[src/rtl/d_latch_pkg.sv]
// Shared definitions for the D-latch input path.
// Holds the debounce FSM state encoding, default parameter values and the
// glitch counter saturation limit.
package d_latch_pkg;

   typedef enum logic [1:0] {
      IDLE   = 2'd0,
      CHECK  = 2'd1,
      COMMIT = 2'd2
   } state_t;

   localparam int SYNC_STAGES_DEF   = 2;
   localparam int STABLE_CYCLES_DEF = 4;

   localparam logic [7:0] GLITCH_MAX = 8'd255;

endpackage

[src/rtl/d_debounce_strobe_if.sv]
// Signal bundle between the debounce front end and whatever drives/consumes it.
//   din_raw, hold          : driven by master, sampled by slave
//   d, enable, busy,
//   glitch_cnt             : driven by slave, observed by master
interface d_debounce_strobe_if;

   logic       din_raw;
   logic       hold;
   logic       d;
   logic       enable;
   logic       busy;
   logic [7:0] glitch_cnt;

   modport master (
      output din_raw,
      output hold,
      input  d,
      input  enable,
      input  busy,
      input  glitch_cnt
   );

   modport slave (
      input  din_raw,
      input  hold,
      output d,
      output enable,
      output busy,
      output glitch_cnt
   );

endinterface

[src/rtl/d_debounce_strobe_sync_chain.sv]
// N-flop synchroniser for an asynchronous single-bit input.
//   clk   : sampling clock
//   rst_n : asynchronous active-low reset, clears every stage to 0
//   din   : asynchronous input
//   dout  : synchronised output (last stage)
module sync_chain #(
   parameter int STAGES = 2
) (
   input  logic clk,
   input  logic rst_n,
   input  logic din,
   output logic dout
);

   logic [STAGES-1:0] q;

   always_ff @(posedge clk or negedge rst_n) begin
      if (!rst_n) begin
         q <= '0;
      end else begin
         q <= {q[STAGES-2:0], din};
      end
   end

   assign dout = q[STAGES-1];

endmodule

[src/rtl/d_debounce_strobe.sv]
// Debounce front end for the D-latch stage. Synchronises din_raw, requires a
// changed value to persist for STABLE_CYCLES synchronised cycles, then updates
// d and pulses enable for one cycle. Rejected transitions bump a saturating
// glitch counter.
//   clk    : system clock, rising edge
//   rst_n  : asynchronous active-low reset
//   bus    : slave side of d_debounce_strobe_if
//            (din_raw, hold in; d, enable, busy, glitch_cnt out)
//
// state  | meaning
// IDLE   | d matches sync_q, or hold is blocking qualification
// CHECK  | candidate differs from d, counting stable cycles in cnt
// COMMIT | d just updated and enable high; always back to IDLE next edge
module d_debounce_strobe
   import d_latch_pkg::*;
#(
   parameter int SYNC_STAGES   = SYNC_STAGES_DEF,
   parameter int STABLE_CYCLES = STABLE_CYCLES_DEF,
   parameter int CNT_W         = 8
) (
   input  logic                 clk,
   input  logic                 rst_n,
   d_debounce_strobe_if.slave   bus
);

   localparam logic [CNT_W-1:0] STABLE_CNT = CNT_W'(STABLE_CYCLES);

   logic             sync_q;
   state_t           state;
   logic [CNT_W-1:0] cnt;
   logic             d_q;
   logic             en_q;
   logic             busy_q;
   logic [7:0]       glitch_q;

   sync_chain #(
      .STAGES (SYNC_STAGES)
   ) u_sync (
      .clk   (clk),
      .rst_n (rst_n),
      .din   (bus.din_raw),
      .dout  (sync_q)
   );

   always_ff @(posedge clk or negedge rst_n) begin
      if (!rst_n) begin
         state    <= IDLE;
         cnt      <= '0;
         d_q      <= 1'b0;
         en_q     <= 1'b0;
         busy_q   <= 1'b0;
         glitch_q <= 8'd0;
      end else begin
         en_q <= 1'b0;
         unique case (state)
            IDLE: begin
               if (!bus.hold && (sync_q != d_q)) begin
                  state  <= CHECK;
                  cnt    <= CNT_W'(1);
                  busy_q <= 1'b1;
               end
            end
            CHECK: begin
               if (bus.hold) begin
                  state  <= IDLE;
                  cnt    <= '0;
                  busy_q <= 1'b0;
               end else if (sync_q == d_q) begin
                  // candidate bounced back before qualifying
                  state  <= IDLE;
                  cnt    <= '0;
                  busy_q <= 1'b0;
                  if (glitch_q != GLITCH_MAX) begin
                     glitch_q <= glitch_q + 8'd1;
                  end
               end else if (cnt == STABLE_CNT) begin
                  state <= COMMIT;
                  cnt   <= '0;
                  d_q   <= sync_q;
                  en_q  <= 1'b1;
               end else begin
                  cnt <= cnt + CNT_W'(1);
               end
            end
            COMMIT: begin
               // hold deliberately ignored so an accepted value always lands
               state  <= IDLE;
               busy_q <= 1'b0;
            end
            default: begin
               state  <= IDLE;
               cnt    <= '0;
               busy_q <= 1'b0;
            end
         endcase
      end
   end

   assign bus.d          = d_q;
   assign bus.enable     = en_q;
   assign bus.busy       = busy_q;
   assign bus.glitch_cnt = glitch_q;

endmodule

[src/flat_wrapper.sv]
// flat-port wrapper written by rule: the top's interface ports become plain ports
module d_debounce_strobe_flat import d_latch_pkg::*;
#(
   parameter int SYNC_STAGES   = SYNC_STAGES_DEF,
   parameter int STABLE_CYCLES = STABLE_CYCLES_DEF,
   parameter int CNT_W         = 8
)
  (clk, rst_n, bus_din_raw, bus_hold, bus_d, bus_enable, bus_busy, bus_glitch_cnt);
  d_debounce_strobe_if bus_i ();
  input  logic clk;
  input  logic rst_n;
  input wire logic [$bits(bus_i.din_raw)-1:0] bus_din_raw;
  input wire logic [$bits(bus_i.hold)-1:0] bus_hold;
  output wire logic [$bits(bus_i.d)-1:0] bus_d;
  output wire logic [$bits(bus_i.enable)-1:0] bus_enable;
  output wire logic [$bits(bus_i.busy)-1:0] bus_busy;
  output wire logic [$bits(bus_i.glitch_cnt)-1:0] bus_glitch_cnt;
  assign bus_i.din_raw = bus_din_raw;
  assign bus_i.hold = bus_hold;
  assign bus_d = bus_i.d;
  assign bus_enable = bus_i.enable;
  assign bus_busy = bus_i.busy;
  assign bus_glitch_cnt = bus_i.glitch_cnt;
  d_debounce_strobe #(.SYNC_STAGES(SYNC_STAGES), .STABLE_CYCLES(STABLE_CYCLES), .CNT_W(CNT_W)) u_core (.clk(clk), .rst_n(rst_n), .bus(bus_i));
endmodule
[config.mk]
export PLATFORM = sky130hd
export DESIGN_NAME = d_debounce_strobe_flat
export DESIGN_NICKNAME = d
export VERILOG_FILES = /design/src/rtl/d_latch_pkg.sv /design/src/rtl/d_debounce_strobe_if.sv /design/src/rtl/d_debounce_strobe_sync_chain.sv /design/src/rtl/d_debounce_strobe.sv /design/src/flat_wrapper.sv
export SDC_FILE = /design/constraint.sdc
export NUM_CORES = 1
export LEC_CHECK = 0
export BUFFER_PORTS_ARGS = -buffer_cell sky130_fd_sc_hd__buf_2
export CAP_MARGIN = 25
export CORE_MARGIN = 2
export CORE_UTILIZATION = 40
export DETAILED_ROUTE_END_ITERATION = 10
export PLACE_DENSITY = 0.64
export SYNTH_ARGS = -nofsm -noshare
export SYNTH_HDL_FRONTEND = slang
export SYNTH_SLANG_ARGS = --single-unit
[constraint.sdc]
create_clock -name clk -period 3.85 [get_ports clk]
set_input_delay 0.5775 -clock clk [delete_from_list [all_inputs] [get_ports clk]]
set_output_delay 0.5775 -clock clk [all_outputs]
set_load 0.01 [all_outputs]
* Word-level counts from Yosys, hierarchy flattened
Index checks and enable logic that the tools add are counted.
** Cells by class
- $add $sub $neg :: 2
- Multiply operators :: 0
- Divide/modulo/power cells :: 0
- $lt $le $gt $ge :: 0
- Equality and inequality tests :: 9
- Shift operators :: 0
- Muxes and demuxes :: 18
- Bitwise gates (word level) :: 3
- Reductions and logical operators :: 8
** Operators with widths (number)
- 2-to-1 mux 8 bit :: 4
- case mux 8 bit (3 select lines) :: 1
- adder 8 x 1 -> 8 bit, second input constant :: 2
- == test 8 x 3 -> 1 bit, second input constant :: 1
- 2-to-1 mux 2 bit :: 4
- != test 8 bit, second input constant :: 1
- AND reduction 4 bit :: 2
- 2-to-1 mux 1 bit :: 7
- AND reduction 2 bit :: 3
- != test 4 x 2 -> 1 bit, second input constant :: 1
- case mux 2 bit (2 select lines) :: 1
- != test 3 x 2 -> 1 bit, second input constant :: 1
- inverter 1 bit :: 3
- == test 2 x 1 -> 1 bit, second input constant :: 1
- == test 2 bit, second input constant :: 1
- logical NOT 2 bit :: 1
- != test 2 x 1 -> 1 bit, second input constant :: 1
- case mux 1 bit (2 select lines) :: 1
- == test 1 bit :: 1
- logical AND 1 bit :: 1
- logical NOT 1 bit :: 1
- != test 1 bit :: 1
** Storage, ports and cells
- Register bits after elaboration :: 23
- Bits in latches :: 0
- Bits in writable memories :: 0
- Memory bits (read-only) :: 0
- Output and inout bits :: 11
- Logic and storage cells :: 47
- Memories kept :: 0

* Longest topological paths before layout
- Depth after elaboration :: 5
- Mapped depth :: 6

* Modules after synthesis
Synthesis repeated with hierarchy kept, for this count alone.
** Unflattened totals
- Cell total of the unflattened synthesis :: 103
- Area total of the unflattened synthesis :: 1157.4 um2
** By module, submodules not included
- d_debounce_strobe :: times used 1, cells each 101, area an instance 1107.3 um2, seq. area each 525.5 um2
- sync_chain :: times used 1, cells each 2, area an instance 50.0 um2, seq. area each 50.0 um2

* Least setup slack after synthesis
OpenSTA, ideal clock, no wires.
- Path type :: input -> register
- From :: input bus_hold
- To :: register u_core.d_q (netlist: u_core.bus.d)
- Data arrival time :: 1492 ps
- Required time :: 3722 ps
- Path slack :: 2231 ps
- Stages on the path :: 3
- Buffers on the path :: 0
- Cells stage by stage :: or3b_1 -> nor3b_2 -> mux2_1
** Between the ends
- Word-level cells in the longest chain between the ends :: 2
** Ends and longest elaborated chain
- start, declared :: line flat_wrapper.sv:13 : input wire logic [$bits(bus_i.hold)-1:0] bus_hold;
- inverter 1 bit (no line)
- AND reduction 4 bit (no line)
- end signal, assigned :: line d_debounce_strobe.sv:79 : d_q <= sync_q;
- end, declared :: line d_debounce_strobe.sv:31 : logic d_q;
No other way between the ends.
A chain may end at the register's enable or synchronous reset.

* Worst setup path after layout
- From :: register u_core.cnt[0]
- To :: register u_core.d_q (netlist: u_core.bus.d)
** Between the ends
- Word-level cells in the longest chain between the ends :: 2
** Ends and longest elaborated chain
- start, declared :: line d_debounce_strobe.sv:30 : logic [CNT_W-1:0] cnt;
- start signal, assigned :: line d_debounce_strobe.sv:82 : cnt <= cnt + CNT_W'(1);
- == test 8 x 3 -> 1 bit :: line d_debounce_strobe.sv:76 : end else if (cnt == STABLE_CNT) begin
- AND reduction 4 bit (no line)
No other way between the ends.

==> results.json <==
{
  "final_max_slew_viol_count": 0,
  "syn_area_um2": 1160,
  "arrival_ns": 2.09,
  "hold_viol_final": 0,
  "dpl.hpwl_mm": 1.54,
  "irDropWorstVdd_mv": 0.274,
  "netlist_instances": 104,
  "nets": 129,
  "critPathLaunchType": "flop",
  "path_buf_inv": 1,
  "routedWlPerCell_um": 13.3,
  "max_stage_delay_ns": 0.44,
  "initial_utilization_pct": 42.1,
  "path_delay_family": "simple AND/OR/NAND/NOR gates",
  "rows": 19,
  "syn_nets": 111,
  "first_iter_violations": 11,
  "core_area_um2": 2760,
  "fmax_mhz": 528,
  "grt_max_degree": 24,
  "grt_pass1_wl_mm": 3.83,
  "path_cells": "inv_1, ha_1, nor4b_2, and2_1, nor3b_2, mux2_1",
  "maxSlewHeadroom_pct": 66.4,
  "area_delta_synth_final_pct": 11.1,
  "synth.distinct_cells": 35,
  "cts_setup_buffers": 0,
  "drc": 0,
  "status": "finished clean",
  "synth_top_area_share_pct": 49.6,
  "yosysTopAreaCell": "dfrtp_1",
  "ios": 15,
  "numCtsBuffers": 3,
  "drive_gt1_share_pct": 24.0,
  "cp-end-kind": "flop",
  "synth_seq_cells": 23,
  "synth_edf_count": 0,
  "syn_area_per_cell_um2": 11.2,
  "portBuffers": 14,
  "clock-sinks": 23,
  "cp.required_ns": 4.05,
  "htree_levels": 1,
  "leakagePower_uw": 0.000615,
  "grt_overflow": 0,
  "globalplace.congestion": 0.861,
  "total_power_uw": 507,
  "path_class": "flop to flop",
  "grtUsageTotal_pct": 14.6,
  "clk_pin_slew_worst_paths_ns": 0.14,
  "synthArstFlopShare_pct": 100,
  "tritoncts": "yes",
  "cts_buffer_depth": 2,
  "cts_hold_buf": 0,
  "die-height_um": 57.9,
  "synth_ff_type": "dfrtp_1",
  "worst_pin_slew_ns": 0.504,
  "ant_nets": 0,
  "viasPerCell": 5.34,
  "clock_latency_ns": 0.32,
  "cts-root-buf": "clkbuf_4",
  "antenna_cells": 0,
  "rsz0062_at_grt": "no",
  "setup_violations": 0,
  "finalSetupTns_ns": 0,
  "num_vias": 812,
  "synth_seq_area_share_pct": 49.6,
  "p_per_area_nw_per_um2": 394,
  "die_area_um2": 3350,
  "holdCritPathClass": "primary input to async pin",
  "crit_slowest_cell": "dfrtp_1",
  "drv_cap": 0,
  "wl_mm": 2.02,
  "grt_pass1_vias": 844,
  "fin_skew_ns": 0.0183,
  "cp_max_fo": 5,
  "synth_area_leaders": "dfrtp_1, xor2_1, ha_1",
  "cts_resized": 0,
  "finalCriticalPeriod_ns": 1.89,
  "fp.dieW_um": 57.9,
  "antenna_found_initial": 0,
  "drt-pass1-iter-count": 2,
  "yosys_warnings": 0,
  "fin_crit_sh_pct": 49.2
}
[placed cells by master, fill, tap and decap left out, drive strengths merged, types with 4 or more instances in the layout]
cell   instances
dfrtp         23
buf           14
xor2          10
nand2          8
nor2           6
nor3           6
o21ai          5
nand3          5
a21oi          4
nor3b          4
[power breakdown]
part,switching (µW),internal (µW),leakage [µW]
Combinational,51.1,44.2,0.000293
Sequential,32.5,267,0.000304
Clock,74.0,38.8,0.0000177
[state kept, by name, summed over array words and instances, names as in the netlist]
register               flops
u_core.bus.busy            1
u_core.bus.d               1
u_core.bus.enable          1
u_core.bus.glitch_cnt      8
u_core.cnt                 8
u_core.state               2
u_core.u_sync.q            2
[cell usage after synthesis, types with 3 or more instances]
master,count
o21ai_0,5
ha_1,3
nand3_1,4
inv_1,3
nand4_1,3
nor2_1,5
nor3b_1,3
dfrtp_1,23
nor3_1,4
nand2_1,8
xor2_1,10
a21oi_1,4
[cell families after synthesis]
logic type / count (synthesis) / share of synthesized area [%]
mux: 3 / 2.80
simple gates: 43 / 23.7
flops: 23 / 49.6
xor+xnor: 11 / 8.95
fa+ha+maj: 3 / 3.24
compound gates: 17 / 10.0
buf+inv: 4 / 1.62
[final timing paths]
kind                       depth (start not counted)                 end  slack (ns)               start
setup / recovery                                   6        u_core.bus.d        1.96       u_core.cnt[0]
min in group clk                                   0  u_core.u_sync.q[1]        0.36  u_core.u_sync.q[0]
hold / removal                                     1       u_core.cnt[3]        0.20               rst_n
hold reg to reg                                    0  u_core.u_sync.q[1]        0.36  u_core.u_sync.q[0]
setup reg to reg                                   6        u_core.bus.d        1.96       u_core.cnt[0]
max in group asynchronous                          1  u_core.u_sync.q[0]        3.29               rst_n
[cell type report]
| type | instances | area, µm² |
|---|---|---|
| Clock buffer | 3 | 22.5 |
| Clock inverter | 1 | 5.00 |
| Fill cell | 273 | 1470 |
| Inverter | 3 | 11.3 |
| Multi-Input combinational cell | 77 | 566 |
| Sequential cell | 23 | 576 |
| Tap cell | 31 | 38.8 |
| Timing Repair Buffer | 14 | 70.1 |
[through the flow]
stage          worst slack (ns)  area (µm²)  hold slack (ns)  utilization [%]  cells
2_1_floorplan              2.23        1160            0.282                -    104
3_3_place_gp               2.06        1260            0.344             45.7    148
3_5_place_dp               2.02        1260            0.354             45.7    148
4_1_cts                    1.97        1290            0.223             46.7    152
5_1_grt                    1.81        1290            0.231             46.7    152
6_report                   1.96        1290            0.202             46.7    152
[per-layer routing]
| metal | global-route usage (%) | vias up | share of wire [%] |
|---|---|---|---|
| met3 | 2.68 | 2 | 2.6 |
| li1 | - | 402 | - |
| met1 | 20.7 | 400 | 49 |
| met2 | 23.2 | 8 | 48 |
| met4 | 3.99 | 0 | 0.54 |
| met5 | 0 | - | 0 |
No activity file was read; power rests on OpenSTA's default activity.
